`config.mk`:
```
export PLATFORM = sky130hd
export DESIGN_NAME = cpu_control_sequencer
export DESIGN_NICKNAME = d
export VERILOG_FILES = /design/src/rtl/cpu_pkg.sv /design/src/rtl/mem_wait_timer.sv /design/src/rtl/cpu_control_sequencer.sv
export SDC_FILE = /design/constraint.sdc
export NUM_CORES = 1
export LEC_CHECK = 0
export BUFFER_PORTS_ARGS = -buffer_cell sky130_fd_sc_hd__buf_2
export CORE_ASPECT_RATIO = 1.2
export CORE_MARGIN = 5
export CORE_UTILIZATION = 40
export DETAILED_ROUTE_END_ITERATION = 6
export GPL_TIMING_DRIVEN = 1
export SYNTH_ARGS = -nofsm -noshare
export SYNTH_HDL_FRONTEND = slang
export SYNTH_HIERARCHICAL = 1
export SYNTH_SLANG_ARGS = --single-unit
```
`constraint.sdc`:
```
create_clock -name Clock -period 2.7 [get_ports Clock]
set_input_delay 0.405 -clock Clock [delete_from_list [all_inputs] [get_ports Clock]]
set_output_delay 0.405 -clock Clock [all_outputs]
set_load 0.02 [all_outputs]
```
`src/rtl/cpu_pkg.sv`:
```
// cpu_pkg: constants shared by the CPU control sequencer and its helpers.
//   - opcode values the sequencer has to recognise (loads, stores, breakpoint)
//   - FSM state encodings (also visible on the State debug port)
//   - sticky fault codes
//   - mem_kind(): classifies an opcode by the data-memory phase it needs
package cpu_pkg;

  localparam logic [6:0] OP_LD  = 7'd33;
  localparam logic [6:0] OP_ST  = 7'd34;
  localparam logic [6:0] OP_LDR = 7'd39;
  localparam logic [6:0] OP_STR = 7'd40;
  localparam logic [6:0] OP_BRK = 7'd41;

  localparam logic [2:0] ST_FETCH  = 3'd0;
  localparam logic [2:0] ST_DECODE = 3'd1;
  localparam logic [2:0] ST_DWAIT  = 3'd2;
  localparam logic [2:0] ST_EXEC   = 3'd3;
  localparam logic [2:0] ST_MEMRD  = 3'd4;
  localparam logic [2:0] ST_MEMWR  = 3'd5;
  localparam logic [2:0] ST_HALT   = 3'd6;
  localparam logic [2:0] ST_FAULT  = 3'd7;

  localparam logic [1:0] FLT_NONE    = 2'b00;
  localparam logic [1:0] FLT_INVALID = 2'b01;
  localparam logic [1:0] FLT_BUS     = 2'b10;

  typedef enum logic [1:0] {
    MEM_NONE  = 2'd0,
    MEM_LOAD  = 2'd1,
    MEM_STORE = 2'd2
  } mem_kind_e;

  function automatic mem_kind_e mem_kind(input logic [6:0] op);
    mem_kind_e k;
    k = MEM_NONE;
    if (op == OP_LD || op == OP_LDR) k = MEM_LOAD;
    else if (op == OP_ST || op == OP_STR) k = MEM_STORE;
    return k;
  endfunction

endpackage

```
`src/rtl/mem_wait_timer.sv`:
```
// mem_wait_timer: counts cycles spent waiting for a memory acknowledge.
// Ports:
//   clk      in   clock
//   rst_n    in   asynchronous active-low reset (count -> 0)
//   clr      in   restart the wait (count -> 0), takes priority over en
//   en       in   one more waiting cycle has elapsed
//   expired  out  high on the MEM_TIMEOUT-th cycle of the current wait
// The count holds at its last value so it can never wrap back to "not expired".
module mem_wait_timer #(
  parameter int MEM_TIMEOUT = 16
) (
  input  logic clk,
  input  logic rst_n,
  input  logic clr,
  input  logic en,
  output logic expired
);

  localparam int CW = (MEM_TIMEOUT > 1) ? $clog2(MEM_TIMEOUT) : 1;
  // Count value seen during the MEM_TIMEOUT-th waiting cycle (first cycle sees 0).
  localparam logic [CW-1:0] LAST = CW'(MEM_TIMEOUT - 1);

  logic [CW-1:0] cnt;

  always_ff @(posedge clk or negedge rst_n) begin
    if (!rst_n) begin
      cnt <= '0;
    end else if (clr) begin
      cnt <= '0;
    end else if (en && (cnt != LAST)) begin
      cnt <= cnt + CW'(1);
    end
  end

  assign expired = (cnt == LAST);

endmodule

```
`src/rtl/cpu_control_sequencer.sv`:
```
// cpu_control_sequencer: fetch/decode/execute sequencer for the basic CPU.
// Owns the instruction-fetch handshake, pulses the decoder enable, issues the
// execute strobe and runs the data-memory phase for LD/ST/LDR/STR. Handles
// breakpoint halt/resume, decoder faults and memory timeouts, and counts
// retired instructions.
// Ports:
//   Clock     in   system clock (rising edge)
//   Reset_n   in   asynchronous active-low reset
//   MemReady  in   memory acknowledge, completes current access when high
//   OP[6:0]   in   opcode from decoder, valid from DWAIT onward
//   FLT       in   decoder invalid-instruction flag
//   Resume    in   leave HALT (level)
//   MemRead   out  memory read request
//   MemWrite  out  memory write request
//   AddrSel   out  0 = PC address, 1 = effective address
//   IRLoad    out  pulse: latch instruction register
//   PCInc     out  pulse: PC <= PC + 2
//   DecE      out  pulse: decoder enable
//   ExecEn    out  pulse: datapath executes decoded op
//   MemWB     out  pulse: write loaded data to destination
//   Halted    out  high while halted on a breakpoint
//   Fault     out  sticky fault code (00 none, 01 invalid instr, 10 bus timeout)
//   State     out  current state encoding (debug)
//   ICount    out  retired instruction count, wraps
module cpu_control_sequencer
  import cpu_pkg::*;
#(
  parameter int MEM_TIMEOUT = 16,
  parameter int ICNT_W      = 16
) (
  input  logic              Clock,
  input  logic              Reset_n,
  input  logic              MemReady,
  input  logic [6:0]        OP,
  input  logic              FLT,
  input  logic              Resume,
  output logic              MemRead,
  output logic              MemWrite,
  output logic              AddrSel,
  output logic              IRLoad,
  output logic              PCInc,
  output logic              DecE,
  output logic              ExecEn,
  output logic              MemWB,
  output logic              Halted,
  output logic [1:0]        Fault,
  output logic [2:0]        State,
  output logic [ICNT_W-1:0] ICount
);

  logic [2:0]        state_q, state_d;
  logic [1:0]        fault_q, fault_d;
  logic [ICNT_W-1:0] icount_q;
  logic              retire;
  logic              in_mem_state;
  logic              tmr_clr, tmr_en, tmr_expired;

  assign in_mem_state = (state_q == ST_FETCH) || (state_q == ST_MEMRD) ||
                        (state_q == ST_MEMWR);

  // Any state change restarts the wait, so every memory state is entered
  // with a fresh count; only unacknowledged cycles in a memory state count.
  assign tmr_clr = (state_d != state_q);
  assign tmr_en  = in_mem_state && !MemReady;

  mem_wait_timer #(
    .MEM_TIMEOUT(MEM_TIMEOUT)
  ) u_timer (
    .clk     (Clock),
    .rst_n   (Reset_n),
    .clr     (tmr_clr),
    .en      (tmr_en),
    .expired (tmr_expired)
  );

  always_comb begin
    state_d = state_q;
    fault_d = fault_q;
    retire  = 1'b0;
    case (state_q)
      ST_FETCH: begin
        // An acknowledge on the expiry cycle still completes the fetch.
        if (MemReady) begin
          state_d = ST_DECODE;
        end else if (tmr_expired) begin
          state_d = ST_FAULT;
          fault_d = FLT_BUS;
        end
      end
      ST_DECODE: state_d = ST_DWAIT;
      ST_DWAIT: begin
        if (FLT) begin
          state_d = ST_FAULT;
          fault_d = FLT_INVALID;
        end else if (OP == OP_BRK) begin
          // The breakpoint itself retires as it halts.
          retire  = 1'b1;
          state_d = ST_HALT;
        end else begin
          state_d = ST_EXEC;
        end
      end
      ST_EXEC: begin
        case (mem_kind(OP))
          MEM_LOAD:  state_d = ST_MEMRD;
          MEM_STORE: state_d = ST_MEMWR;
          default: begin
            retire  = 1'b1;
            state_d = ST_FETCH;
          end
        endcase
      end
      ST_MEMRD, ST_MEMWR: begin
        if (MemReady) begin
          retire  = 1'b1;
          state_d = ST_FETCH;
        end else if (tmr_expired) begin
          state_d = ST_FAULT;
          fault_d = FLT_BUS;
        end
      end
      ST_HALT: begin
        if (Resume) state_d = ST_FETCH;
      end
      ST_FAULT: state_d = ST_FAULT;
      default:  state_d = ST_FETCH;
    endcase
  end

  always_ff @(posedge Clock or negedge Reset_n) begin
    if (!Reset_n) begin
      state_q  <= ST_FETCH;
      fault_q  <= FLT_NONE;
      icount_q <= '0;
    end else begin
      state_q <= state_d;
      fault_q <= fault_d;
      if (retire) icount_q <= icount_q + ICNT_W'(1);
    end
  end

  // The reset state is FETCH, whose request and strobes would otherwise be
  // visible while Reset_n is low; gating with Reset_n keeps every output idle
  // from the instant reset asserts.
  logic fetch_live;
  assign fetch_live = Reset_n && (state_q == ST_FETCH);

  assign MemRead  = fetch_live || (state_q == ST_MEMRD);
  assign MemWrite = (state_q == ST_MEMWR);
  assign AddrSel  = (state_q == ST_MEMRD) || (state_q == ST_MEMWR);
  assign IRLoad   = fetch_live && MemReady;
  assign PCInc    = fetch_live && MemReady;
  assign DecE     = (state_q == ST_DECODE);
  assign ExecEn   = (state_q == ST_EXEC);
  assign MemWB    = (state_q == ST_MEMRD) && MemReady;
  assign Halted   = (state_q == ST_HALT);
  assign Fault    = fault_q;
  assign State    = state_q;
  assign ICount   = icount_q;

endmodule

```
==> summary.txt <==
Route
  – Met3 WL: 174 um
  – Met2 WL: 1.71 mm
  – DRT Pass-1 Iters: 4
  – Post-Route M1 WL: 1.54 mm
  – Vias per cell: 5.34
  – Drt total wl: 3.45 mm
  – Final ANT Viol Nets: 0
  – Drt drc: 0
  – WL/cell: 13.9 um
  – Max Used Layer: met4
  – DR vias: 1,324
  – 1st-iter DRT viols: 51

Layout
  – Ant. Diodes: 0
  – Fraction of layout cells with a size suffix above 1: 31.6%
  – # nets final: 211
  – Commonest non-fill, non-tap cell in the layout: buf_2
  – Most frequent cells in the layout: buf_2, dfrtp_1, xor2_1
  – P&R area growth vs syn: 21.5%

STA
  – Slew Limit Fails: 0
  – Rel. slew slack: 69.7%
  – Final setup fails: 0
  – Final setup TNS: 0 ps
  – Fin crit period: 2160 ps
  – Clock Skews: 2.84 ps
  – Final hold vios: 0
  – Maximum clock frequency: 0.463 GHz
  – Worst-Margin Slew: 450 ps
  – RSZ-0062 raised after global routing: no
  – Ratio of final minimum period to clock period: 79.9%

Logic synthesis
  – #FFs+latches synth: 25
  – Syn. warnings: 6
  – Syn nets: 166
  – Synth top area cells: dfrtp_1, xor2_1, nor3_1
  – Number of synthesized flops with an enable pin: 0
  – Post-Syn Instances: 152
  – Synthesized cell area: 1520 um^2
  – Most used flip-flop cell after synthesis: dfrtp_1
  – Async set or reset register ratio after synthesis: 100%
  – Yosys cell types: 48
  – Yosys top cell area share: 41.3%
  – Synth area leader: dfrtp_1
  – Post-Syn Area per Cell: 9.97 um^2
  – Sequential cell area fraction in the yosys report: 41.3%

Clock tree
  – TritonCTS Buffers: 3
  – CTS Sinks: 25
  – Post-CTS sizing: 0
  – Clock buffer depth: 2
  – Total setup buffers inserted after CTS: 0
  – # hold bufs at CTS: 0
  – Reg clk slew, reported paths: 90 ps
  – TritonCTS clock tree: yes
  – Worst-Skew Late Latency: 260 ps
  – Root Buffer: clkbuf_8
  – H-tree Lvls: 1

Pwr
  – LEAKAGE: 0.834 nW
  – Power, Total: 1.72 mW
  – Pwr dens: 935 nW/um^2
  – Peak supply drop: 0.405 mV

Placed design
  – Gpl congestion: 0.834
  – Dpl hpwl: 2.63 mm
  – Port Buffers: 41

Setup path
  – Setup crit start kind: flop
  – Flop2flop setup slack: 540 ps
  – Crit path capture type: flop
  – WP data arrival: 2320 ps
  – Crit Path Category: reg -> reg
  – Reg-to-Reg Start: u_timer/cnt[0]$_DFFE_PN0P_
  – FF-to-FF End: u_timer/cnt[0]$_DFFE_PN0P_
  – Reg2Reg Depth: 10
  – CP Data Required Time: 2860 ps
  – Crit-path max FO: 9

GRT
  – Initial antenna violation count: 0
  – Vias in the first global route: 1,334
  – First-pass GRT wire length: 5.78 mm
  – Total gr overflow: 0
  – Gr usage total: 13.8%
  – Largest net degree at the start of global routing: 26

Floorplan
  – Starting Density: 41.4%
  – Ports: 42
  – Row Count: 24
  – Die Wd: 66.2 um
  – Die area: 5120 um^2
  – Core Box Area: 3660 um^2
  – Die height: 77.4 um

Job
  – Max-cap violation count: 0

Run status
  – Status: complete, no violations

Min path
  – HP Class: in -> async
==> how the worst max path moves through the flow <==
stage	start	endpoint	cells past startpoint
2_1_floorplan	State[1]$_DFF_PN0_	u_timer/cnt[0]$_DFFE_PN0P_	9
3_3_place_gp	OP[4]	u_timer/cnt[0]$_DFFE_PN0P_	9
3_5_place_dp	OP[4]	u_timer/cnt[0]$_DFFE_PN0P_	9
4_1_cts	u_timer/cnt[0]$_DFFE_PN0P_	u_timer/cnt[0]$_DFFE_PN0P_	10
5_1_grt	u_timer/cnt[0]$_DFFE_PN0P_	u_timer/cnt[0]$_DFFE_PN0P_	10
6_report	u_timer/cnt[0]$_DFFE_PN0P_	u_timer/cnt[0]$_DFFE_PN0P_	10
==> report_power, final <==
group | switching [mW] | internal (mW) | leakage [nW]
logic | 0.573 | 0.361 | 0.507
clock network | 0.121 | 0.104 | 0.0217
registers | 0.0949 | 0.467 | 0.305
total | 0.789 | 0.932 | 0.834
==> stage by stage <==
step / util, % / setup slack [ps] / hold WS (ps) / instance area [um^2] / std cells
2_1_floorplan: - / 344 / 109 / 1520 / 152
3_3_place_gp: 48.9 / 464 / 453 / 1790 / 244
6_report: 50.2 / 542 / 178 / 1840 / 248
5_1_grt: 50.2 / 441 / 201 / 1840 / 248
4_1_cts: 50.2 / 534 / 186 / 1840 / 248
3_5_place_dp: 48.9 / 434 / 458 / 1790 / 244
==> area by class of cell <==
cell class	count	area, um^2
clock buffer	3	41.3
clock inverter	1	7.51
fill	365	1820
inverter	6	22.5
multi-input combinational	114	828
sequential	25	626
tap	52	65.1
timing repair buffer	47	250
==> cell usage after synthesis, drive strengths merged (2+ instances only) <==
| master | instances |
|---|---|
| and3 | 3 |
| nand3b | 2 |
| xor2 | 12 |
| ha | 2 |
| nor4b | 7 |
| clkbuf | 4 |
| a21oi | 5 |
| nor4 | 3 |
| nand2b | 3 |
| xnor2 | 5 |
| inv | 6 |
| nor2 | 6 |
| nor3b | 5 |
| buf | 3 |
| nor2b | 6 |
| nand2 | 10 |
| nand3 | 6 |
| o21ai | 6 |
| a211oi | 4 |
| mux2 | 2 |
| nor3 | 11 |
| dfrtp | 25 |
==> cells by family after synthesis <==
family | count (synthesis) | share of synthesized area (%)
AO/OA/AOI/OAI | 25 | 12.2
XOR/XNOR | 17 | 9.83
adder cells (fa/ha/maj) | 2 | 1.65
buffers and inverters | 13 | 4.05
flip-flops | 25 | 41.3
multiplexers | 3 | 2.39
AND/OR/NAND/NOR | 67 | 28.6
==> state kept, by name, indices dropped and copies added (netlist names) <==
signal / cells
u_timer/cnt: 4
Fault: 2
State: 3
ICount: 16
==> worst max-delay path, stage by stage (launching register included) <==
cell and delay, ps:
dfrtp_1 410, ha_1 220, and3_4 260, nor2b_1 140
o221ai_1 120, o41ai_1 80, a21oi_1 100, o31ai_1 240
buf_4 170, nor2b_1 40, mux2_4 260
==> routing by layer <==
metal  vias to the layer above  GRT usage [%]
met5                         -              0
met4                         0           4.07
met3                         2           2.17
met2                        35           24.5
met1                       654           16.8
li1                        633              -
Power figures use the tool's default switching activity.
